--- src/rtl/ldpc_pkg.sv ---
// Shared constants, scheduler state encoding and SKIP-code helper for the LDPC layer scheduler.
// Contents: NUM_LAYERS/NUM_COLS proto-matrix geometry, derived index widths, sched_state_e, skip_code().
// No logic; imported by ldpc_layer_scheduler.
package ldpc_pkg;

  localparam int NUM_LAYERS = 4;
  localparam int NUM_COLS   = 24;
  localparam int LAYERW     = $clog2(NUM_LAYERS);
  localparam int COLW       = $clog2(NUM_COLS);

  typedef enum logic [2:0] {
    S_IDLE,
    S_SCAN,
    S_LWAIT,
    S_IWAIT,
    S_DONE
  } sched_state_e;

  // The all-ones shift value marks a zero block in the proto matrix.
  function automatic logic [31:0] skip_code(input int width);
    return (32'h1 << width) - 32'h1;
  endfunction

endpackage

--- src/rtl/ldpc_layer_scheduler.sv ---
// Walks the QC-LDPC proto matrix layer by layer and streams non-zero (layer, col, shift) blocks.
// Latency: start -> ROM addr 0 next cycle -> first command the cycle after; 1 entry/cycle.
// Backpressure: 1-deep output register; out_ready=0 with a held command freezes the column walk.
// Ports: clk/rst_n (sync, active-low); start/abort/busy/done/converged/iter_count to control;
//        rom_addr/rom_data to an async-read ROM; out_* valid/ready command stream;
//        layer_done/syn_valid/syn_ok status from the datapath.
module ldpc_layer_scheduler
  import ldpc_pkg::*;
#(
  parameter int Z        = 54,
  parameter int WIDTH    = $clog2(Z),
  parameter int ADDRW    = $clog2(NUM_LAYERS * NUM_COLS),
  parameter int MAX_ITER = 8,
  parameter int ITERW    = $clog2(MAX_ITER + 1)
) (
  input  logic              clk,
  input  logic              rst_n,
  input  logic              start,
  input  logic              abort,
  output logic              busy,
  output logic              done,
  output logic              converged,
  output logic [ITERW-1:0]  iter_count,
  output logic [ADDRW-1:0]  rom_addr,
  input  logic [WIDTH-1:0]  rom_data,
  output logic              out_valid,
  input  logic              out_ready,
  output logic [LAYERW-1:0] out_layer,
  output logic [COLW-1:0]   out_col,
  output logic [WIDTH-1:0]  out_shift,
  output logic              out_first,
  input  logic              layer_done,
  input  logic              syn_valid,
  input  logic              syn_ok
);

  localparam logic [WIDTH-1:0]  SKIP       = WIDTH'(skip_code(WIDTH));
  localparam logic [LAYERW-1:0] LAST_LAYER = LAYERW'(NUM_LAYERS - 1);
  localparam logic [COLW-1:0]   LAST_COL   = COLW'(NUM_COLS - 1);
  localparam logic [ITERW-1:0]  ITER_LIM   = ITERW'(MAX_ITER);

  sched_state_e      state;
  logic [LAYERW-1:0] layer;
  logic [COLW-1:0]   col;
  logic              emitted;     // at least one block of the current layer was loaded
  logic              ldone_seen;  // layer_done arrived before the layer could close

  logic can_load;
  logic is_skip;

  // The output register can take a new entry when empty or draining this cycle.
  assign can_load = !out_valid || out_ready;
  assign is_skip  = (rom_data == SKIP);
  assign rom_addr = ADDRW'(int'(layer) * NUM_COLS + int'(col));

  always_ff @(posedge clk) begin
    if (!rst_n) begin
      state      <= S_IDLE;
      layer      <= '0;
      col        <= '0;
      emitted    <= 1'b0;
      ldone_seen <= 1'b0;
      busy       <= 1'b0;
      done       <= 1'b0;
      converged  <= 1'b0;
      iter_count <= '0;
      out_valid  <= 1'b0;
      out_layer  <= '0;
      out_col    <= '0;
      out_shift  <= '0;
      out_first  <= 1'b0;
    end else if (abort) begin
      // Abort drops any pending command and keeps the iteration count for inspection.
      state      <= S_IDLE;
      busy       <= 1'b0;
      done       <= 1'b0;
      out_valid  <= 1'b0;
      emitted    <= 1'b0;
      ldone_seen <= 1'b0;
    end else begin
      done <= 1'b0;
      case (state)
        S_IDLE: begin
          if (start) begin
            iter_count <= '0;
            converged  <= 1'b0;
            layer      <= '0;
            col        <= '0;
            emitted    <= 1'b0;
            ldone_seen <= 1'b0;
            out_valid  <= 1'b0;
            busy       <= 1'b1;
            state      <= S_SCAN;
          end
        end

        S_SCAN: begin
          if (layer_done) ldone_seen <= 1'b1;
          if (can_load) begin
            if (!is_skip) begin
              out_valid <= 1'b1;
              out_layer <= layer;
              out_col   <= col;
              out_shift <= rom_data;
              out_first <= !emitted;
              emitted   <= 1'b1;
            end else begin
              out_valid <= 1'b0;
            end
            if (col == LAST_COL) begin
              col   <= '0;
              state <= S_LWAIT;
            end else begin
              col <= col + 1'b1;
            end
          end
        end

        S_LWAIT: begin
          if (out_valid && out_ready) out_valid <= 1'b0;
          if (layer_done) ldone_seen <= 1'b1;
          // An empty layer has nothing for the datapath to finish, so it closes at once.
          if (!out_valid && (ldone_seen || layer_done || !emitted)) begin
            ldone_seen <= 1'b0;
            emitted    <= 1'b0;
            if (layer == LAST_LAYER) begin
              state <= S_IWAIT;
            end else begin
              layer <= layer + 1'b1;
              state <= S_SCAN;
            end
          end
        end

        S_IWAIT: begin
          if (syn_valid) begin
            iter_count <= iter_count + 1'b1;
            if (syn_ok) begin
              converged <= 1'b1;
              done      <= 1'b1;
              busy      <= 1'b0;
              state     <= S_DONE;
            end else if (iter_count + 1'b1 == ITER_LIM) begin
              converged <= 1'b0;
              done      <= 1'b1;
              busy      <= 1'b0;
              state     <= S_DONE;
            end else begin
              layer <= '0;
              state <= S_SCAN;
            end
          end
        end

        S_DONE: state <= S_IDLE;

        default: state <= S_IDLE;
      endcase
    end
  end

endmodule

--- config.mk ---
export PLATFORM = sky130hd
export DESIGN_NAME = ldpc_layer_scheduler
export DESIGN_NICKNAME = d
export VERILOG_FILES = /design/src/rtl/ldpc_pkg.sv /design/src/rtl/ldpc_layer_scheduler.sv
export SDC_FILE = /design/constraint.sdc
export NUM_CORES = 1
export LEC_CHECK = 0
export ABC_AREA = 0
export BUFFER_PORTS_ARGS = -buffer_cell sky130_fd_sc_hd__clkbuf_2
export CAP_MARGIN = 20
export CORE_UTILIZATION = 45
export DETAILED_ROUTE_END_ITERATION = 10
export GPL_TIMING_DRIVEN = 0
export HOLD_SLACK_MARGIN = 0.1
export PLACE_DENSITY = 0.79
export SKIP_LAST_GASP = 1
export SLEW_MARGIN = 20
export SYNTH_ARGS = -nofsm -noshare
export SYNTH_HDL_FRONTEND = slang
export SYNTH_SLANG_ARGS = --single-unit
--- constraint.sdc ---
create_clock -name clk -period 1.8 [get_ports clk]
set_clock_uncertainty 0.05 [all_clocks]
set_input_delay 0.27 -clock clk [delete_from_list [all_inputs] [get_ports clk]]
set_output_delay 0.27 -clock clk [all_outputs]
set_load 0.01 [all_outputs]
======== Word level (Yosys, flattened, before mapping) ========
Index checks and enable logic that the tools add are counted.
word-level totals
  bits in registers ....................... 34
  input port bits ......................... 14
  output and inout port bits .............. 29
operators by class
  add/subtract/negate cells ............... 4
  multiply operators ...................... 1
  equality and inequality tests ........... 18
  multiplexer cells ....................... 45
  bitwise operators ....................... 5
  reduce and logical (&&, ||, !) cells .... 24
operators with widths
  operator             number
  $mux 3               7
  $ne 2x2->1 const B   10
  $reduce_and 4->1     5
  $mux 1               17
  $mux 5               3
  $reduce_and 5->1     3
  $mux 2               7
  $pmux 3 s4           1
  $pmux 5 s2           1
  $pmux 1 s3           3
  $mux 4               2
  $pmux 4 s2           1
  $reduce_and 8->1     1
  $add 7x5->7          1
  $eq 3x2->1 const B   2
  $eq 6x6->1 const B   1
  $pmux 2 s3           1
  $reduce_bool 3->1    2
  $add 5x1->5 const B  1
  $eq 5x5->1 const B   1
  $not 1->1            5
  $add 4x1->4 const B  1
  $eq 4x4->1 const B   1
  $mul 2x2->4 const B  1
  other kinds (13)     19

======== Longest topological paths before layout ========
Gate-level depths: netlist of run 1.
  depth after elaboration ................. 6
  mapped depth ............................ 7
  mapped depth without buffers ............ 7

======== Worst setup path before layout of run 1 ========
OpenSTA, ideal clock, no wires.
  kind .................................... flip-flop to flip-flop
  start point ............................. register out_valid
  end point ............................... register out_col[4]
  arrival ................................. 1620 ps
  required time ........................... 1634 ps
  setup slack ............................. 14 ps
  stages on the path, launching flop included .. 7
  clock period less this slack ............ 1786 ps
  cells stage by stage .................... dfxtp_1 and2b_4 or4_4 nor2_8 buf_12 mux2i_1 nor2b_1
between the ends
  word-level cells in the longest chain between the ends .. 3
ends and longest elaborated chain
  what                        RTL line                     source
  start, declared             ldpc_layer_scheduler.sv:26   output logic out_valid,
  start signal, assigned      ldpc_layer_scheduler.sv:67   out_valid <= 1'b0;
  start signal, assigned      ldpc_layer_scheduler.sv:77   out_valid <= 1'b0;
  start signal, assigned      ldpc_layer_scheduler.sv:91   out_valid <= 1'b0;
  $logic_not 1->1             ldpc_layer_scheduler.sv:52   assign can_load = !out_valid || out_ready;
  $logic_or 1x1->1            ldpc_layer_scheduler.sv:52
  $reduce_and 4->1 (no line)  n/a
  end signal, assigned        ldpc_layer_scheduler.sv:103  out_col <= col;
  end, declared               ldpc_layer_scheduler.sv:29   output logic [COLW-1:0] out_col,
No other way between the ends.
A chain may end at the register's enable or synchronous reset.

======== Worst setup path after layout of run 1 ========
  start point ............................. register layer[0]
  end point ............................... output rom_addr[6]
between the ends
  word-level cells in the longest chain between the ends .. 2
ends and longest elaborated chain
  what                    RTL line                     source
  start, declared         ldpc_layer_scheduler.sv:43   logic [LAYERW-1:0] layer;
  start signal, assigned  ldpc_layer_scheduler.sv:129  layer <= layer + 1'b1;
  $mul 2x2->4             ldpc_layer_scheduler.sv:54   assign rom_addr = ADDRW'(int'(layer) * NUM_COLS + int'(col));
  $add 7x5->7             ldpc_layer_scheduler.sv:54
  end, declared           ldpc_layer_scheduler.sv:24   output logic [ADDRW-1:0] rom_addr,
No other way between the ends.

==> results of run 1 <==
[power groups by stage]
stage,combinational [mW],sequential (mW),clock [mW]
floorplan,0.0881,0.791,0
global placement,0.135,0.789,0
detailed placement,0.137,0.790,0
CTS,0.149,0.771,0.701
global route,0.172,0.771,0.743
finish,0.159,0.770,0.693
[per-stage QoR]
stage          setup TNS (ns)  worst slack, ns  cells  total power [mW]  util (%)
2_1_floorplan               0           0.0144    194             0.879         -
3_3_place_gp           -0.685           -0.125    284             0.925      55.2
3_5_place_dp           -0.961           -0.157    284             0.927      55.2
4_1_cts                -0.795           -0.256    298              1.62      61.2
5_1_grt                 -2.18           -0.332    300              1.69      63.0
6_report               -0.928           -0.238    300              1.62      63.0
[critical path, stage by stage, from the launching register on]
cell	delay, ns
sky130_fd_sc_hd__dfxtp_4	0.36
sky130_fd_sc_hd__inv_4	0.04
sky130_fd_sc_hd__ha_4	0.26
sky130_fd_sc_hd__inv_4	0.05
sky130_fd_sc_hd__ha_4	0.22
sky130_fd_sc_hd__a21o_1	0.16
sky130_fd_sc_hd__nand2_1	0.08
sky130_fd_sc_hd__xnor2_1	0.12
sky130_fd_sc_hd__buf_2	0.15
[repair_timing]
action	in CTS	in global routing
buffers inserted	5	3
gates cloned	1	0
gates resized for setup	15	16
pin swaps	9	9
endpoints found under the setup margin	13	23
[routing by layer]
layer / routed length, um / GRT usage [%]
met1: 1970 / 27.4
met2: 2050 / 33.6
met3: 306 / 5.90
met4: 133 / 10.6
met5: 0 / 0
[synth_stat cells (2+ instances only)]
library cell                n
sky130_fd_sc_hd__nand4_1    2
sky130_fd_sc_hd__ha_1       6
sky130_fd_sc_hd__o21ai_0    8
sky130_fd_sc_hd__nand2_1   18
sky130_fd_sc_hd__mux2i_1   17
sky130_fd_sc_hd__inv_1      5
sky130_fd_sc_hd__buf_4      3
sky130_fd_sc_hd__and2_1     2
sky130_fd_sc_hd__or3b_1     3
sky130_fd_sc_hd__nand2b_1   3
sky130_fd_sc_hd__o211a_1    2
sky130_fd_sc_hd__nand3_1    4
sky130_fd_sc_hd__clkbuf_1   3
sky130_fd_sc_hd__nor3b_1    3
sky130_fd_sc_hd__nor2b_1   16
sky130_fd_sc_hd__dfxtp_1   34
sky130_fd_sc_hd__buf_2      3
sky130_fd_sc_hd__a31oi_1    5
sky130_fd_sc_hd__o21a_1     3
sky130_fd_sc_hd__o211ai_1   2
sky130_fd_sc_hd__nor3_1     4
sky130_fd_sc_hd__nor4_1     3
sky130_fd_sc_hd__xnor2_1    2
sky130_fd_sc_hd__a21boi_1   6
sky130_fd_sc_hd__a21oi_1    4
sky130_fd_sc_hd__nor2_1    10
[worst min path at each step]
stage	startpoint	end	slack [ns]	cells after the start
6_report	layer_done	ldone_seen	0.19	3
5_1_grt	layer_done	ldone_seen	0.20	3
4_1_cts	syn_ok	converged	0.17	3
3_5_place_dp	ldone_seen	ldone_seen	0.43	2
3_3_place_gp	ldone_seen	ldone_seen	0.42	2
2_1_floorplan	syn_ok	converged	0.37	2
[state kept, by name, indices dropped and copies added (netlist names)]
signal and flops:
emitted 1, out_col 5, layer 2, busy 1
out_shift 6, out_valid 1, out_first 1, ldone_seen 1
state 3, col 5, out_layer 2, converged 1
done 1, iter_count 4
[layout by cell type (no fill, tap or decap), types with 5 or more instances in the layout]
cell,count
sky130_fd_sc_hd__o21ai_0,8
sky130_fd_sc_hd__nor2_1,10
sky130_fd_sc_hd__mux2i_1,16
sky130_fd_sc_hd__dfxtp_1,28
sky130_fd_sc_hd__nor2b_1,16
sky130_fd_sc_hd__a21boi_1,5
sky130_fd_sc_hd__clkbuf_2,39
sky130_fd_sc_hd__buf_6,5
sky130_fd_sc_hd__clkbuf_8,5
sky130_fd_sc_hd__buf_4,7
sky130_fd_sc_hd__nand2_1,18
[logic make-up after synthesis]
family | after synthesis
simple gates | 78
compound gates | 40
mux | 17
buf+inv | 15
xor+xnor | 3
fa+ha+maj | 7
flops | 34
[area by class of cell]
class                           count  area (um2)
Fill cell                         294        1400
Multi-Input combinational cell    145        1110
Sequential cell                    34         693
Timing Repair Buffer               51         319
Clock buffer                        5        68.8
Buffer                              9        63.8
Tap cell                           48        60.1
Clock inverter                      3        40.0
Inverter                            5        23.8
==> run metrics, run 1 <==
pin count of the biggest net entering global routing=12; startpoint of the most critical register-to-register path=out_valid; routed len/inst=14.9 um; arrival time worst endpoint=1.72 ns; CTS tree=done; starting utilization of the core area=48.0%; Highest Clock Rate=491 MHz; FF-to-FF End=out_shift[5]; gr usage total=21.6%; Synth cell types=49; H-tree depth=2; sequential area share after synthesis=37.6%; Layout Nets=272; result of the run=finished, violations left; multiplexer area fraction after synthesis=9.39%; grt total ovfl=0; root buffer cell=sky130_fd_sc_hd__clkbuf_8; maximum count of clock buffers along a single path=2; initial antenna violation count=0; leading cell types by total area after synthesis=sky130_fd_sc_hd__dfxtp_1 (38%), sky130_fd_sc_hd__mux2i_1 (9.4%), sky130_fd_sc_hd__nor2b_1 (5.5%), sky130_fd_sc_hd__ha_1 (4.1%), sky130_fd_sc_hd__nand2_1 (3.7%); fraction of final layout cells with drive strength greater than 1=34.5%; library cell occupying the most area in the post-synthesis netlist=sky130_fd_sc_hd__dfxtp_1; clock transition at the registers of the reported paths=0.08 ns; first-pass GRT wire length=6950 um; pwr dens=683 nW/um2; combinational group share of total power=9.8%; number of synthesis warnings=0; placed wire-length estimate=2860 um; share of total power in the clock network=42.7%; ratio of routed vias to standard cells=5.64; final setup violation count=17; Critical Path Start=layer[0]; post-route cell area=2370 um2; slack of the critical path=-0.238 ns; minimum clock period=2.04 ns; highest ir drop seen on vdd=617 uV; reported net switching power=0.380 mW; number of max-cap violations=0; Sequential Power Share=47.5%; critical path class=register to output port; RSZ-0062 raised after global routing=true; cell area reported after detailed placement=2080 um2; antenna diode count=0; register bit total from synthesis=34; portion of the clock cycle consumed by the worst path in the final layout=113%; dominant combinational cell family by area after synthesis=simple AND/OR/NAND/NOR gates; switching portion of total power=23.4%; startpoint type of the worst setup path=register; leakage=0.983 nW; clock latency on the worst-skew pair=0.29 ns; via count of the first global-routing pass=1541; simple-gate portion of the synthesized area=25.2%; total of buffers placed on input and output ports=42; instance count of the mapped netlist=194; ANT nets after route=0; type of the most critical hold path=primary input to register; post-synthesis to final-layout area growth=31.1%; internal power component=1.24 mW; share of synthesized registers carrying an async set or reset=0%; Synth Cell Area=1810 um2; Die Height=65.5 um; net count after synthesis=215; CTS Buf Count=5; largest driver fanout on the critical path=3; Worst Path Required=1.48 ns; core area=3770 um2; number of flops mapped to enable cells by yosys=0; synthesized-area fraction occupied by xor and xnor cells=1.45%; initial drt markers=65; violated checks=setup timing; hold_ws=0.188 ns; total wirelength of the detailed-routed design=4460 um; mean instance size in the synthesized netlist=9.34 um2; number of vias after detailed routing=1691; adder-cell share of the synthesized area=5.25%; number of core rows=22; timing endpoint of the critical path=rom_addr[6]; Initial DRT Pass Iterations=4; total number of clock tree sinks=34; Reg2Reg Setup Slack=-0.07 ns; Hold Vio Cnt, Final=0; primary flip-flop cell chosen by synthesis mapping=sky130_fd_sc_hd__dfxtp_1; number of pins exceeding their max-slew limit in the final report=0; io pins=43; Worst Tran Pin Value=0.551 ns; share of the synthesized area in compound gates (AO/OA/AOI/OAI)=16.3%; hold_buf cts=0; final routed DRC violation total=0; Setup crit end kind=output port; path depth of the worst reg2reg path=6; final weighted congestion in routability-driven placement=0.857; Total Die Area=4280 um2; headroom to the max-slew limit=62.8%; chip width=65.5 um; share of the synthesized area in the top cell type=37.6%
(Power assumes the default switching activity.)
==> run 2: changes to the inputs <==
PLACE_DENSITY = 0.77   (was 0.79)
clock period = 1.9 ns   (was 1.8 ns; I/O delays follow)
==> run 2 against run 1 <==
Against the previous run: the run still ends with setup timing left; cell count shrank 1.0%; non-clock buffer count shrank 3; count of clock-buffer cells in the layout unchanged; total power is 2.5% higher; utilization decreased by 1.7 points; flip-flop and latch count is the same; critical path depth unchanged; first-iteration DRC count unchanged.
==> run metrics, run 2 (same netlist as run 1, synthesis figures left out) <==
internal power component=1.31 mW (was 1.24 mW); final setup violation count=3 (was 17); register ranked first by flip-flop count=out_shift (unchanged); gr usage total=20.4% (was 21.6%); result of the run=finished, violations left (unchanged); Initial DRT Pass Iterations=4 (unchanged); antenna diode count=0 (unchanged); post-route cell area=2310 um2 (was 2370 um2); RSZ-0062 raised after global routing=true (unchanged); total wirelength of the detailed-routed design=3910 um (was 4460 um); most common cell after layout, fill and taps aside=sky130_fd_sc_hd__clkbuf_2 (unchanged); number of pins exceeding their max-slew limit in the final report=0 (unchanged); Total Die Area=4280 um2 (unchanged); slack of the critical path=-0.133 ns (was -0.238 ns); final weighted congestion in routability-driven placement=0.815 (was 0.857); Layout Nets=269 (was 272); startpoint type of the worst setup path=register (unchanged); switching portion of total power=21.2% (was 23.4%); Worst Tran Pin Value=0.521 ns (was 0.551 ns); cell area reported after detailed placement=2080 um2 (unchanged); arrival time worst endpoint=1.70 ns (was 1.72 ns); max FFs per register=6 (unchanged); post-synthesis to final-layout area growth=27.6% (was 31.1%); path depth of the worst reg2reg path=5 (was 6); Fin Setup TNS=-0.265 ns (was -0.928 ns); CP max stage delay=0.33 ns (was 0.36 ns); ANT nets after route=0 (unchanged); core area=3770 um2 (unchanged); number of max-cap violations=0 (unchanged); first-pass GRT wire length=6560 um (was 6950 um); total number of clock tree sinks=34 (unchanged); fraction of final layout cells with drive strength greater than 1=31.3% (was 34.5%); cell-by-cell trace of the critical path=inv_2 -> ha_4 -> inv_4 -> ha_4 -> a21o_1 -> nand2_1 -> xnor2_1 -> buf_2 (was inv_4 -> ha_4 -> inv_4 -> ha_4 -> a21o_1 -> nand2_1 -> xnor2_1 -> buf_2); Crit path depth=8 (unchanged); clock latency on the worst-skew pair=0.29 ns (about the same); violated checks=setup timing (unchanged); critical path class=register to output port (unchanged); io pins=43 (unchanged); total of buffers placed on input and output ports=42 (unchanged); cell repeated most along the worst path=sky130_fd_sc_hd__ha_4; leading cell types in the layout, fill and taps excluded=sky130_fd_sc_hd__clkbuf_2 (40), sky130_fd_sc_hd__dfxtp_1 (30), sky130_fd_sc_hd__nand2_1 (18) (was sky130_fd_sc_hd__clkbuf_2 (39), sky130_fd_sc_hd__dfxtp_1 (28), sky130_fd_sc_hd__nand2_1 (18)); pin count of the biggest net entering global routing=13 (was 12); leakage=0.962 nW (was 0.983 nW); largest driver fanout on the critical path=3 (unchanged); final routed DRC violation total=0 (unchanged); highest ir drop seen on vdd=709 uV (was 617 uV); type of the most critical hold path=primary input to register (unchanged); CP max-delay cell=sky130_fd_sc_hd__dfxtp_2 (was sky130_fd_sc_hd__dfxtp_4); portion of the clock cycle consumed by the worst path in the final layout=107%; CTS tree=done (unchanged); chip width=65.5 um (unchanged); clock transition at the registers of the reported paths=0.07 ns (was 0.08 ns); grt total ovfl=0 (unchanged); number of core rows=22 (unchanged); hold_buf cts=0 (unchanged); placed wire-length estimate=2820 um (was 2860 um); Highest Clock Rate=492 MHz; initial drt markers=65 (unchanged); reported net switching power=0.353 mW (was 0.380 mW); Hold Vio Cnt, Final=0 (unchanged); H-tree depth=2 (unchanged); ratio of routed vias to standard cells=5.39 (was 5.64); minimum clock period=2.03 ns; Sequential Power Share=44.0% (was 47.5%); family with the most delay on the worst path=adder cells (unchanged); CTS Buf Count=5 (unchanged); number of vias after detailed routing=1601 (was 1691); maximum count of clock buffers along a single path=2 (unchanged); pwr dens=720 nW/um2 (was 683 nW/um2); Die Height=65.5 um (unchanged); initial antenna violation count=0 (unchanged); routed len/inst=13.2 um (was 14.9 um); Worst Path Required=1.56 ns (was 1.48 ns); root buffer cell=sky130_fd_sc_hd__clkbuf_8 (unchanged); cell count of the worst hold path=3 (unchanged); share of total power in the clock network=47.8% (was 42.7%); starting utilization of the core area=48.0% (unchanged); via count of the first global-routing pass=1393 (was 1541); Crit path buffers/inverters=3 (unchanged); combinational group share of total power=8.2% (was 9.8%); biggest registers after layout=out_shift x6, col x5, out_col x5 (unchanged); Setup crit end kind=output port (unchanged); headroom to the max-slew limit=65.1% (was 62.8%)
run 2: changes by cell type in the layout (fill, tap and decap cells not counted), moves of 2 or more:
cell                       previous run  this run
sky130_fd_sc_hd__buf_6                5         1
sky130_fd_sc_hd__clkinv_2             2         0
sky130_fd_sc_hd__dfxtp_4              2         0
sky130_fd_sc_hd__dfxtp_1             28        30
run 2: stage by stage:
stage | utilization, % | power (mW) | setup slack (ns) | hold WS, ns | std cells
after floorplan | - | 0.833 | 0.114 | 0.384 | 194
after global placement | 55.2 | 0.877 | -0.0345 | 0.429 | 284
after detailed placement | 55.2 | 0.879 | -0.0527 | 0.439 | 284
after CTS | 60.3 | 1.67 | -0.131 | 0.200 | 293
after global routing | 61.3 | 1.73 | -0.216 | 0.236 | 297
final | 61.3 | 1.66 | -0.133 | 0.204 | 297
run 2: final timing paths:
kind	from	endpoint	slack (ns)
setup reg to reg	state[1]	col[2]	0.06
hold reg to reg	iter_count[1]	iter_count[1]	0.45
hold / removal	syn_ok	converged	0.20
setup / recovery	layer[0]	rom_addr[6]	-0.13
run 2: power groups by stage:
| stage | logic, mW | clock network (mW) | registers [mW] |
|---|---|---|---|
| after floorplan | 0.0835 | 0 | 0.749 |
| after global placement | 0.129 | 0 | 0.748 |
| after detailed placement | 0.131 | 0 | 0.748 |
| after CTS | 0.132 | 0.808 | 0.732 |
| after global routing | 0.150 | 0.849 | 0.733 |
| final | 0.136 | 0.796 | 0.733 |
run 2: metal layers:
layer  share of wire, %  wire length (um)  vias to the layer above  GRT usage [%]
li1                   -                 -                      807              -
met1                 46              1790                      731           26.5
met2                 45              1780                       55           30.9
met3                6.4               251                        8           5.38
met4                2.2                87                        0           10.3
met5                  0                 0                        -              0
run 2: cell type report:
type	count	area, um2
multi-input combinational	145	1080
clock inverter	3	68.8
timing repair buffer	47	254
inverter	5	21.3
sequential	34	686
fill	323	1460
clock buffer	5	68.8
tap	48	60.1
buffer	10	68.8
run 2: tightest hold or removal path: stages:
cell                       delay (ns)
sky130_fd_sc_hd__clkbuf_2        0.09
sky130_fd_sc_hd__nand2_1         0.05
sky130_fd_sc_hd__o21ai_0         0.07
run 2: repair_timing:
action / in CTS / in global routing
gates resized for setup: 10 / 5
endpoints found under the setup margin: 3 / 14
buffers inserted: 1 / 4
pin swaps: 6 / 6
==> run 3: changes to the inputs <==
CORE_ASPECT_RATIO = 0.75   (was unset)
clock period = 2.3 ns   (was 1.9 ns; I/O delays follow)
==> run 3 against run 2 <==
Against the previous run: the flow now finishes without violations; cell area fell by 5.6%; die area barely moved; critical path depth did not move; global-route usage fell by 0.49 points; first-iteration DRC count fell by 15%; routed wire length rose by 2.4%; total power fell by 30%; non-clock buffer count fell by 5; critical path type unchanged; largest cell class unchanged.
==> run metrics, run 3 (same netlist as run 1, synthesis figures left out) <==
Crit path buffers/inverters=3 (unchanged); headroom to the max-slew limit=64.4% (was 65.1%); reported net switching power=0.273 mW (was 0.353 mW); Layout Nets=264 (was 269); largest driver fanout on the critical path=5 (was 3); placed wire-length estimate=3080 um (was 2820 um); via count of the first global-routing pass=1410 (was 1393); number of filler cells placed in the layout=363 (was 323); critical path class=register to output port (unchanged); Sequential Power Share=52.1% (was 44.0%); number of vias after detailed routing=1554 (was 1601); number of max-cap violations=0 (unchanged); startpoint of the most critical register-to-register path=out_valid (was state[1]); RSZ-0062 raised after global routing=false (was true); minimum clock period=2.22 ns; root buffer cell=sky130_fd_sc_hd__clkbuf_8 (unchanged); maximum count of clock buffers along a single path=2 (unchanged); chip width=75.3 um (was 65.5 um); final routed DRC violation total=0 (unchanged); core area=3760 um2 (was 3770 um2); routed len/inst=13.5 um (was 13.2 um); ratio of routed vias to standard cells=5.25 (was 5.39); grt total ovfl=0 (unchanged); hold-critical path endpoint=converged (unchanged); Initial DRT Pass Iterations=4 (unchanged); number of core rows=19 (was 22); share of total power in the clock network=38.4% (was 47.8%); core utilization of the finished layout=58.1% (was 61.3%); cell count of the worst hold path=3 (unchanged); source of the worst hold timing path=syn_ok (unchanged); io pins=43 (unchanged); starting utilization of the core area=48.2% (was 48.0%); antenna diode count=0 (unchanged); number of pins exceeding their max-slew limit in the final report=0 (unchanged); result of the run=completed (was finished, violations left); fraction of final layout cells with drive strength greater than 1=26.2% (was 31.3%); CTS tree=done (unchanged); Worst Path Required=1.90 ns (was 1.56 ns); Hold Vio Cnt, Final=0 (unchanged); leakage=0.923 nW (was 0.962 nW); pin count of the biggest net entering global routing=11 (was 13); H-tree depth=2 (unchanged); total of buffers placed on input and output ports=42 (unchanged); pwr dens=531 nW/um2 (was 720 nW/um2); Setup crit end kind=output port (unchanged); hold_buf cts=0 (unchanged); clock latency on the worst-skew pair=0.28 ns (was 0.29 ns); most common cell after layout, fill and taps aside=sky130_fd_sc_hd__clkbuf_2 (unchanged); initial antenna violation count=0 (unchanged); Die Height=57.0 um (was 65.5 um); type of the most critical hold path=primary input to register (unchanged); gr usage total=19.9% (was 20.4%); switching portion of total power=23.6% (was 21.2%); startpoint type of the worst setup path=register (unchanged); initial drt markers=55 (was 65); cell repeated most along the worst path=sky130_fd_sc_hd__ha_1 (was sky130_fd_sc_hd__ha_4); cell-by-cell trace of the critical path=inv_1 -> ha_1 -> inv_2 -> ha_1 -> a21o_1 -> nand2_1 -> xnor2_1 -> clkbuf_2 (was inv_2 -> ha_4 -> inv_4 -> ha_4 -> a21o_1 -> nand2_1 -> xnor2_1 -> buf_2); post-synthesis to final-layout area growth=20.4% (was 27.6%); Reg2Reg Setup Slack=0.41 ns (was 0.06 ns); CP max-delay cell=sky130_fd_sc_hd__dfxtp_4 (was sky130_fd_sc_hd__dfxtp_2); ANT nets after route=0 (unchanged); FF-to-FF End=out_shift[3] (was col[2]); Highest Clock Rate=451 MHz; Fin Setup TNS=0 ns (was -0.265 ns); max FFs per register=6 (unchanged); family with the most delay on the worst path=adder cells (unchanged); clock transition at the registers of the reported paths=0.07 ns (about the same); final setup violation count=0 (was 3); total wirelength of the detailed-routed design=4000 um (was 3910 um); combinational group share of total power=9.5% (was 8.2%); CP max stage delay=0.37 ns (was 0.33 ns); arrival time worst endpoint=1.82 ns (was 1.70 ns); portion of the clock cycle consumed by the worst path in the final layout=96.4%; register ranked first by flip-flop count=out_shift (unchanged); internal power component=0.886 mW (was 1.31 mW); path depth of the worst reg2reg path=6 (was 5); total number of clock tree sinks=34 (unchanged); first-pass GRT wire length=6460 um (was 6560 um); highest ir drop seen on vdd=372 uV (was 709 uV); leading cell types in the layout, fill and taps excluded=sky130_fd_sc_hd__clkbuf_2 (42), sky130_fd_sc_hd__dfxtp_1 (33), sky130_fd_sc_hd__nand2_1 (18) (was sky130_fd_sc_hd__clkbuf_2 (40), sky130_fd_sc_hd__dfxtp_1 (30), sky130_fd_sc_hd__nand2_1 (18)); Total Die Area=4290 um2 (was 4280 um2); CTS Buf Count=5 (unchanged); biggest registers after layout=out_shift x6, col x5, out_col x5 (unchanged); final weighted congestion in routability-driven placement=0.885 (was 0.815); Worst Tran Pin Value=0.531 ns (was 0.521 ns)
## run 3: power groups by stage
stage	clock [mW]	sequential (mW)	combinational, mW
global route	0.477	0.604	0.120
CTS	0.459	0.604	0.110
detailed placement	0	0.618	0.109
floorplan	0	0.619	0.0690
global placement	0	0.618	0.109
finish	0.445	0.604	0.110
## run 3: worst max path at each step
stage / to / start / depth (start not counted)
finish: rom_addr[6] / layer[0] / 8
global route: rom_addr[6] / layer[0] / 8
CTS: rom_addr[6] / layer[0] / 8
detailed placement: rom_addr[6] / layer[0] / 8
global placement: rom_addr[6] / layer[0] / 8
floorplan: rom_addr[6] / layer[0] / 7
## run 3: cell type report
type,instances,area (um2),share of cell area (%)
Sequential cell,34,684,31.4
Multi-Input combinational cell,145,1040,47.8
Tap cell,52,65.1,2.98
Timing Repair Buffer,42,210,9.63
Clock inverter,1,5.00,0.229
Clock buffer,7,86.3,3.96
Inverter,5,18.8,0.860
Buffer,10,68.8,3.15
## run 3: metal layers
metal | up-vias | GRT usage (%) | part of all wire, %
li1 | 795 | - | -
met1 | 713 | 29.1 | 52
met2 | 41 | 29.1 | 42
met3 | 5 | 5.65 | 5.3
met4 | 0 | 4.76 | 0.62
met5 | - | 0 | 0
## run 3: through the flow
stage                     instances  cell area [um2]  setup WS, ns  hold slack [ns]  total power [mW]
final                           296             2180        0.0834            0.264              1.16
after global routing            296             2180       0.00894            0.277              1.20
after CTS                       296             2180        0.0239            0.260              1.17
after detailed placement        288             2090         0.270            0.432             0.727
after global placement          288             2090         0.311            0.430             0.727
after floorplan                 194             1810         0.494            0.404             0.688
## run 3: timing repair
action,4_1_cts,5_1_grt
endpoints found under the setup margin,1,2
resized for setup,1,2
hold endpoints to repair,0,0
buffers inserted,0,0
## run 3: worst register-to-register path, delay by kind of cell, from the launching register on
kind	cells	cell delay, ns
buf+inv	1	0.16
flops	1	0.37
mux	1	0.19
simple gates	4	1.01
